===== src/rtl/regfile_wb_scheduler.sv =====
// regfile_wb_scheduler: arbitrates ALU and load writebacks onto one register-file write port with a busy-bit scoreboard

// wb_fifo: small in-order queue of (address, data) writeback entries
module wb_fifo #(
   parameter int AW     = 5,
   parameter int BITS   = 64,
   parameter int QDEPTH = 2
) (
   input  logic            clk,
   input  logic            rst_n,
   input  logic            push,
   input  logic [AW-1:0]   push_addr,
   input  logic [BITS-1:0] push_data,
   input  logic            pop,
   output logic            full,
   output logic            empty,
   output logic [AW-1:0]   head_addr,
   output logic [BITS-1:0] head_data
);
   localparam int QW = $clog2(QDEPTH);
   logic [AW-1:0]   q_addr [QDEPTH];
   logic [BITS-1:0] q_data [QDEPTH];
   logic [QW-1:0]   wr_ptr, rd_ptr;
   logic [QW:0]     count;
   assign full      = count == (QW+1)'(QDEPTH);
   assign empty     = count == '0;
   assign head_addr = q_addr[rd_ptr];
   assign head_data = q_data[rd_ptr];
   // pointers wrap naturally because QDEPTH is a power of two
   always_ff @(posedge clk or negedge rst_n) begin
      if (!rst_n) begin
         wr_ptr <= '0;
         rd_ptr <= '0;
         count  <= '0;
      end else begin
         if (push) wr_ptr <= wr_ptr + 1'b1;
         if (pop) rd_ptr <= rd_ptr + 1'b1;
         count <= count + (QW+1)'(push) - (QW+1)'(pop);
      end
   end
   // entry storage needs no reset; count guards validity
   always_ff @(posedge clk) begin
      if (push) begin
         q_addr[wr_ptr] <= push_addr;
         q_data[wr_ptr] <= push_data;
      end
   end
endmodule

module regfile_wb_scheduler #(
   parameter int DEPTH  = 32,
   parameter int BITS   = 64,
   parameter int QDEPTH = 2,
   localparam int AW    = $clog2(DEPTH)
) (
   input  logic             clk,
   input  logic             rst_n,
   input  logic             alu_valid,
   output logic             alu_ready,
   input  logic [AW-1:0]    alu_addr,
   input  logic [BITS-1:0]  alu_data,
   input  logic             mem_valid,
   output logic             mem_ready,
   input  logic [AW-1:0]    mem_addr,
   input  logic [BITS-1:0]  mem_data,
   input  logic             rsv_valid,
   output logic             rsv_ready,
   input  logic [AW-1:0]    rsv_addr,
   input  logic [AW-1:0]    query1_addr,
   input  logic [AW-1:0]    query2_addr,
   output logic             hazard1,
   output logic             hazard2,
   output logic [AW-1:0]    rf_addressw,
   output logic [BITS-1:0]  rf_writeData,
   output logic             rf_writeEn,
   output logic [DEPTH-1:0] busy
);
   logic            alu_full, alu_empty, mem_full, mem_empty;
   logic [AW-1:0]   alu_head_addr, mem_head_addr;
   logic [BITS-1:0] alu_head_data, mem_head_data;
   logic            alu_push, mem_push, grant_alu, grant_mem, fav_mem, rsv_fire;
   logic [DEPTH-1:0] busy_nx;
   assign alu_ready = rst_n && !alu_full;
   assign mem_ready = rst_n && !mem_full;
   assign alu_push  = alu_valid && alu_ready && alu_addr != '0;
   assign mem_push  = mem_valid && mem_ready && mem_addr != '0;
   assign grant_mem = !mem_empty && (alu_empty || fav_mem);
   assign grant_alu = !alu_empty && !grant_mem;
   assign rf_writeEn   = grant_alu || grant_mem;
   assign rf_addressw  = grant_mem ? mem_head_addr : grant_alu ? alu_head_addr : '0;
   assign rf_writeData = grant_mem ? mem_head_data : grant_alu ? alu_head_data : '0;
   assign rsv_ready = rsv_addr == '0 || !busy[rsv_addr] || (rf_writeEn && rf_addressw == rsv_addr);
   assign rsv_fire  = rsv_valid && rsv_ready && rsv_addr != '0;
   assign hazard1   = busy[query1_addr];
   assign hazard2   = busy[query2_addr];
   wb_fifo #(.AW(AW), .BITS(BITS), .QDEPTH(QDEPTH)) u_alu_q (
      .clk(clk), .rst_n(rst_n), .push(alu_push), .push_addr(alu_addr), .push_data(alu_data),
      .pop(grant_alu), .full(alu_full), .empty(alu_empty), .head_addr(alu_head_addr), .head_data(alu_head_data)
   );
   wb_fifo #(.AW(AW), .BITS(BITS), .QDEPTH(QDEPTH)) u_mem_q (
      .clk(clk), .rst_n(rst_n), .push(mem_push), .push_addr(mem_addr), .push_data(mem_data),
      .pop(grant_mem), .full(mem_full), .empty(mem_empty), .head_addr(mem_head_addr), .head_data(mem_head_data)
   );
   // round-robin pointer flips only when both heads competed
   always_ff @(posedge clk or negedge rst_n) begin
      if (!rst_n) fav_mem <= 1'b1;
      else if (!alu_empty && !mem_empty) fav_mem <= !fav_mem;
   end
   // scoreboard update: issued write clears, accepted reservation sets and wins; x0 never busy
   always_comb begin
      busy_nx = '0;
      for (int i = 1; i < DEPTH; i++)
         busy_nx[i] = (busy[i] && !(rf_writeEn && rf_addressw == AW'(i))) || (rsv_fire && rsv_addr == AW'(i));
   end
   // scoreboard register
   always_ff @(posedge clk or negedge rst_n) begin
      if (!rst_n) busy <= '0;
      else busy <= busy_nx;
   end
endmodule


===== config.mk =====
export PLATFORM = sky130hd
export DESIGN_NAME = regfile_wb_scheduler
export DESIGN_NICKNAME = d
export VERILOG_FILES = /design/src/rtl/regfile_wb_scheduler.sv
export SDC_FILE = /design/constraint.sdc
export NUM_CORES = 1
export LEC_CHECK = 0
export ABC_AREA = 0
export BUFFER_PORTS_ARGS = -buffer_cell sky130_fd_sc_hd__buf_4
export CAP_MARGIN = 20
export CORE_ASPECT_RATIO = 1.25
export CORE_UTILIZATION = 50
export DETAILED_ROUTE_END_ITERATION = 10
export GPL_ROUTABILITY_DRIVEN = 0
export PLACE_DENSITY = 0.79
export SLEW_MARGIN = 20
export SYNTH_ARGS = -nofsm -noshare
export SYNTH_HDL_FRONTEND = slang
export SYNTH_SLANG_ARGS = --single-unit

===== constraint.sdc =====
create_clock -name clk -period 4.2 [get_ports clk]
set_input_delay 0.63 -clock clk [delete_from_list [all_inputs] [get_ports clk]]
set_output_delay 0.63 -clock clk [all_outputs]
set_load 0.005 [all_outputs]

==> reports/qor.csv, run 1 <==
metric;value;unit
Synth cell types;58;
post-synthesis mux area share;14.89;%
crit start category;flop;
num ports;265;
via count;8882;
worst hold start;alu_data[19];
CP arrival;3.30;ns
DR vias/cell;5.890;
row cnt;67;
Seq cells post-synth;316;
max-slew violation total from the final report;0;
Fin Hold WS;0.2595;ns
grt ovf;0;
P_leak;0.006451;µW
antenna violations before repair;5;
CTS Buf Count;30;
Most Frequent Cell on Critical Path;buf_4;
post-synthesis simple-gate area fraction;6.136;%
grt met1 use;28.03;%
Post-Synth Adder-Cell Area;0.3669;%
Final Critical Period;3.930;ns
Layout Skew;0.02155;ns
post-synth top area share;60.75;%
drt wl/cell;21.89;µm
DRC errors left;0;
Syn Nets;1048;
FF-to-FF Start;u_mem_q.rd_ptr$_DFFE_PN0N_;
CP peak stage delay;0.63;ns
Max VDD drop;0.4411;mV
Tot GR Track Use;23.52;%
Syn Area/Cell;15.40;µm²
Die Span Y;186.7;µm
R2R Setup Slk;1.32;ns
Synth area leaders;edfxtp_1, mux2i_1, dfrtp_1;
met2 Use GR;40.54;%
hold path depth;1;
CTS tree;done;
clock-pin transition on the worst setup and hold timing paths;0.06;ns
hpwl dp;22010;µm
CTS Buffer Depth;3;
die area;27950;µm²
Finished Layout Cells;1508;
Core Area;26830;µm²
crit path kind;flop to output pin;
fill count;1961;
synthesized instance count;886;
most frequent cells in the layout;edfxtp_1, buf_4, mux2i_1;
Root Driver;clkbuf_16;
Worst Path Max Fanout;25;
ratio of cells with drive above 1 in the final layout;31.78;%
WP depth;9;
xor and xnor area share after synthesis;0.7613;%
reg-to-reg endpoint;busy[27]$_DFF_PN0_;
CP Capture Type;output pin;
Seq/Total Area, Yosys;68.10;%
Area Growth Syn to Fin;23.98;%
CP required;3.57;ns
global-route wire length before repair;49970;µm
critical path's slowest cell;dfrtp_4;
Power Density;695.9;nW/µm²
number of max-cap violations;0;
vias in the first global route;9014;
setup TNS;0;ns
status;finished clean;
largest net degree at the start of global routing;70;
I/O Buffers;263;
clock sink count;316;
met3 Use GR;6.797;%
Post-synth ARST share;12.66;%
busiest grt layer;met2;
setup ws final;0.2704;ns
largest family of logic cells by synthesized area;multiplexers;
Cell Area, Synth;13640;µm²
family with the most delay on the worst path;compound AO/OA/AOI/OAI gates;
EDFF count, synth;276;
RSZ-0062 raised after global routing;false;
CP bufs+invs;3;
Hold Path Sink;u_alu_q.q_data[1][19]$_DFFE_PP_;
clock latency on the worst-skew pair;0.55;ns
initial core utilization;50.85;%
Worst-Margin Slew;1.121;ns
Final Cycle Share;93.56;%
Hold Vio Cnt, Final;0;
worst hold path type;input pin to flop;
crit path launch;u_mem_q.rd_ptr$_DFFE_PN0N_;
Synth area leader;edfxtp_1;
commonest non-fill, non-tap cell in the layout;edfxtp_1;
Synth Area in Compound Gates;7.704;%
placed insts;1449;
crit path cell chain;mux2i_1 -> or3_1 -> a21boi_0 -> inv_1 -> buf_4 -> o2111a_1 -> nand2_2 -> o21ai_0 -> buf_4;
post-place setup slack;0.9006;ns
DR pass1 iterations;5;
Tot Pwr;11770;µW
die width;149.7;µm
CTS H-tree lvls;1;
relative slew slack;25.12;%
yosys synthesis warning count;0;
maximum clock frequency;0.2545;GHz
Final ANT Viol Nets;0;
Final Setup Violations;0;
worst reg2reg path depth;8;
cts repair resizes;0;
Post-synth top flop;edfxtp_1;
final WL;33010;µm
DR iter-0 viols;650;
final net count;1299;
## logic make-up after synthesis
| family | count (synthesis) |
|---|---|
| compound gates | 158 |
| mux | 174 |
| flops | 316 |
| other cells | 1 |
| xor+xnor | 11 |
| fa+ha+maj | 4 |
| simple gates | 156 |
| buf+inv | 66 |
## power by group
| part | leakage, µW | switching, µW | internal (µW) |
|---|---|---|---|
| clock network | 0.000439 | 1090 | 1440 |
| registers | 0.00302 | 391 | 3980 |
| logic | 0.00299 | 2600 | 2260 |
## cell usage after synthesis (5+ instances only)
cell type	number
nor2_1	19
nand3_1	39
nand3b_1	14
dfrtp_1	39
or2_2	5
a32oi_1	16
buf_1	19
mux4_2	22
mux2i_1	141
mux2_2	11
nor2b_1	6
a22oi_1	7
o22ai_1	68
nand2_1	29
edfxtp_1	276
clkbuf_1	28
xnor2_1	6
nor3_1	13
a21oi_1	7
nand4_1	8
o21ai_0	30
inv_1	9
or3_1	5
buf_4	6
## cell type report
class	count	area, µm²	share of cell area [%]
inverters	9	33.78	0.1997
flip-flops and latches	316	9298	54.98
clock inverters	12	126.4	0.7472
diodes	5	12.51	0.07398
repair buffers	276	2100	12.41
multi-input cells	504	4119	24.35
clock buffers	41	792.0	4.683
well taps	345	431.7	2.552
## per-layer routing
metal	share of wire, %	vias up
met5	0.051	-
met4	2.9	2
met3	9.4	62
met2	51	442
met1	37	4330
li1	-	4046
## metrics by stage
stage                     area, µm²  util [%]
after floorplan               13650         -
after global placement        15950     59.47
after detailed placement      15950     59.47
after CTS                     16880     62.93
after global routing          16910     63.03
final                         16910     63.05
## worst max path at each step
stage	to
3_5_place_dp	rsv_ready
6_report	rsv_ready
2_1_floorplan	u_alu_q.q_addr[0][0]$_DFFE_PP_
3_3_place_gp	rsv_ready
5_1_grt	rsv_ready
4_1_cts	rsv_ready
## state kept, by name (all words and copies together) (netlist names)
signal          count
u_mem_q.wr_ptr      1
u_alu_q.rd_ptr      1
u_mem_q.q_addr     10
u_alu_q.count       2
u_alu_q.wr_ptr      1
u_alu_q.q_data    128
u_mem_q.q_data    128
u_mem_q.count       2
fav_mem             1
u_mem_q.rd_ptr      1
busy               31
u_alu_q.q_addr     10
## repair_timing
| item | in CTS | in global routing |
|---|---|---|
| setup endpoints to repair | 0 | 0 |
| hold buffers | 1 | 0 |
| hold endpoints to repair | 7 | 0 |
| buffers inserted | 0 | 0 |
Power figures use the tool's default switching activity.
==> run 2: changes to the inputs <==
--- a/config.mk
+++ b/config.mk
@@ -9,11 +9,12 @@
 export BUFFER_PORTS_ARGS = -buffer_cell sky130_fd_sc_hd__buf_4
 export CAP_MARGIN = 20
 export CORE_ASPECT_RATIO = 1.25
-export CORE_UTILIZATION = 50
+export CORE_UTILIZATION = 51
 export DETAILED_ROUTE_END_ITERATION = 10
 export GPL_ROUTABILITY_DRIVEN = 0
-export PLACE_DENSITY = 0.79
+export PLACE_DENSITY = 0.8
 export SLEW_MARGIN = 20
 export SYNTH_ARGS = -nofsm -noshare
 export SYNTH_HDL_FRONTEND = slang
+export SYNTH_HIERARCHICAL = 1
 export SYNTH_SLANG_ARGS = --single-unit
==> run 2 against run 1 <==
Net effect: design area is 4.9% higher; non-clock buffer count is 1 higher; clock-buffer cell count is 1 lower; fmax is 11% higher; synthesized area is 7.4% higher; register-to-register slack better by 0.04 ns; first-iteration DRC count is 13% lower; clock power is 8% higher.
==> reports/qor.csv, run 2 <==
metric;value;unit;change
global-route wire length before repair;49480;µm;-0.98%
worst hold path type;input pin to flop;;
Synth cell types;53;;-8.6%
synthesized instance count;939;;+6.0%
Seq/Total Area, Yosys;63.42;%;-4.7 points
yosys synthesis warning count;6;;+6
Cell Area, Synth;14650;µm²;+7.4%
CTS Buffer Depth;3;;unchanged
Seq cells post-synth;316;;unchanged
Final ANT Viol Nets;0;;unchanged
cts repair resizes;0;;unchanged
Area Growth Syn to Fin;21.18;%;
EDFF count, synth;276;;unchanged
status;finished clean;;
DR pass1 iterations;5;;unchanged
num ports;265;;unchanged
most frequent cells in the layout;edfxtp_1, buf_4, nand2_1;;
hpwl dp;22010;µm;about the same
final net count;1357;;+4.5%
Final Critical Period;3.540;ns;-0.3897 ns
Syn Nets;1101;;+5.1%
via count;8741;;-1.6%
worst hold start;alu_data[21];;
clock-pin transition on the worst setup and hold timing paths;0.07;ns;about the same
R2R Setup Slk;1.36;ns;+0.04 ns
post-synth top area share;56.58;%;-4.2 points
Final Cycle Share;84.28;%;-9.3 points
Hold Vio Cnt, Final;0;;unchanged
Post-synth top flop;edfxtp_1;;
I/O Buffers;263;;unchanged
biggest regs;u_alu_q/q_data: 128 flops, u_mem_q/q_data: 128 flops, busy: 31 flops;;
maximum clock frequency;0.2825;GHz;+11%
crit path cell chain;buf_4 -> mux2_4 -> nand2_1 -> o21ai_0 -> buf_4;;
relative slew slack;31.06;%;+5.9 points
Layout Skew;0.009189;ns;-0.01236 ns
CP arrival;2.91;ns;-0.39 ns
clock latency on the worst-skew pair;0.54;ns;about the same
Syn Area/Cell;15.60;µm²;+1.3%
Power Density;705.5;nW/µm²;+1.4%
Max VDD drop;0.4802;mV;+8.9%
setup TNS;0;ns;unchanged
Most Frequent Cell on Critical Path;buf_4;;
FF-to-FF Start;u_alu_q/count[1]$_DFF_PN0_;;
Tot GR Track Use;21.92;%;-1.6 points
ratio of cells with drive above 1 in the final layout;43.15;%;+11 points
max-slew violation total from the final report;0;;unchanged
DR iter-0 viols;567;;-13%
CP Capture Type;output pin;;
crit start category;flop;;
Final Setup Violations;0;;unchanged
Synth area leader;edfxtp_1;;
grt ovf;0;;unchanged
largest net degree at the start of global routing;70;;unchanged
vias in the first global route;9023;;+0.10%
number of max-cap violations;0;;unchanged
antenna violations before repair;4;;-1
Post-CTS Setup Repair Bufs;0;;unchanged
Synth area leaders;edfxtp_1, mux2_4, dfrtp_1;;
final WL;32600;µm;-1.2%
Worst Path Max Fanout;46;;+84%
drt wl/cell;20.67;µm;-5.6%
die area;29410;µm²;+5.2%
CP required;3.57;ns;about the same
die width;153.6;µm;+2.6%
CTS Buf Count;30;;unchanged
RSZ-0062 raised after global routing;false;;
DRC errors left;0;;unchanged
critical path's slowest cell;buf_4;;
CP peak stage delay;0.79;ns;+0.16 ns
commonest non-fill, non-tap cell in the layout;edfxtp_1;;
P_leak;0.007075;µW;+9.7%
crit path launch;u_alu_q/rd_ptr$_DFFE_PN0P_;;
dominant cell by count in the synthesized netlist;edfxtp_1;;
Root Driver;clkbuf_16;;
crit path kind;flop to output pin;;
Placed Area;16720;µm²;+4.8%
Tot Pwr;12520;µW;+6.4%
Post-synth ARST share;12.66;%;unchanged
Die Span Y;191.5;µm;+2.6%
Synth top cells by count;edfxtp_1, nand2_1, mux2_4;;
Core Area;28320;µm²;+5.6%
Worst-Margin Slew;1.034;ns;-0.08684 ns
CTS H-tree lvls;1;;unchanged
CTS tree;done;;
post-route cell area;17750;µm²;+4.9%
clock sink count;316;;unchanged
DR vias/cell;5.543;;-5.9%
fill count;2071;;+5.6%
initial core utilization;51.73;%;+0.87 points
hold_buf cts;1;;unchanged
row cnt;69;;+3.0%
==> run 2: changes by cell type after synthesis, sizes merged, moves of 13 or more <==
cell / change
a32oi: -13
mux2: +133
mux2i: -136
nand2: +140
nand3: -26
o21ai: +87
o22ai: -68
==> run 2: report_power, final <==
part	internal [µW]	switching, µW
Clock	1610	1110
Sequential	4000	469
Combinational	2710	2620
==> run 2: layout make-up <==
cell class | count | area, µm² | area share (%)
flip-flops and latches | 316 | 9298 | 52.38
multi-input cells | 558 | 4848 | 27.32
repair buffers | 277 | 2095 | 11.80
clock buffers | 40 | 859.6 | 4.843
well taps | 355 | 444.2 | 2.502
clock inverters | 16 | 152.6 | 0.8600
inverters | 12 | 45.04 | 0.2538
diodes | 3 | 7.507 | 0.04230
==> run 2: worst max-delay path, delay by kind of cell, from the launching register on <==
kind                   cells  cell delay [ns]
AO/OA/AOI/OAI              1             0.31
AND/OR/NAND/NOR            1             0.06
multiplexers               1             0.29
flip-flops                 1             0.73
buffers and inverters      2             0.97
==> run 2: through the flow <==
stage	worst slack, ns	utilization [%]	std cells	hold slack [ns]
3_5_place_dp	1.273	59.04	1517	0.5358
4_1_cts	0.6320	62.65	1574	0.2525
6_report	0.6601	62.68	1577	0.2717
3_3_place_gp	1.267	59.04	1517	0.5278
5_1_grt	0.5051	62.66	1575	0.2538
2_1_floorplan	0.7851	-	939	0.3344
==> run 2: final timing paths <==
check / end / depth (start not counted)
worst max-delay path: rf_writeData[32] / 5
worst min-delay path: u_alu_q/q_data[1][21]$_DFFE_PP_ / 1
worst max register to register: busy[23]$_DFF_PN0_ / 8
worst min register to register: fav_mem$_DFFE_PN1P_ / 1
max in group asynchronous: u_mem_q/rd_ptr$_DFFE_PN0P_ / 3
min in group asynchronous: busy[26]$_DFF_PN0_ / 2
==> run 2: cells by family after synthesis <==
logic type	synth area share [%]
buffers and inverters	3.656
DFF	63.42
adders and majority gates	0.3417
AOI/OAI and AO/OA	6.398
other	0.02560
xor gates and xnor gates	0.9823
muxes	18.54
and+or+nand+nor	6.637
==> run 2: layer usage <==
layer / global-route usage, % / part of all wire [%]
met1: 25.34 / 37
met5: 0 / 0.034
met2: 39.30 / 52
met4: 9.038 / 3.8
met3: 4.874 / 6.8
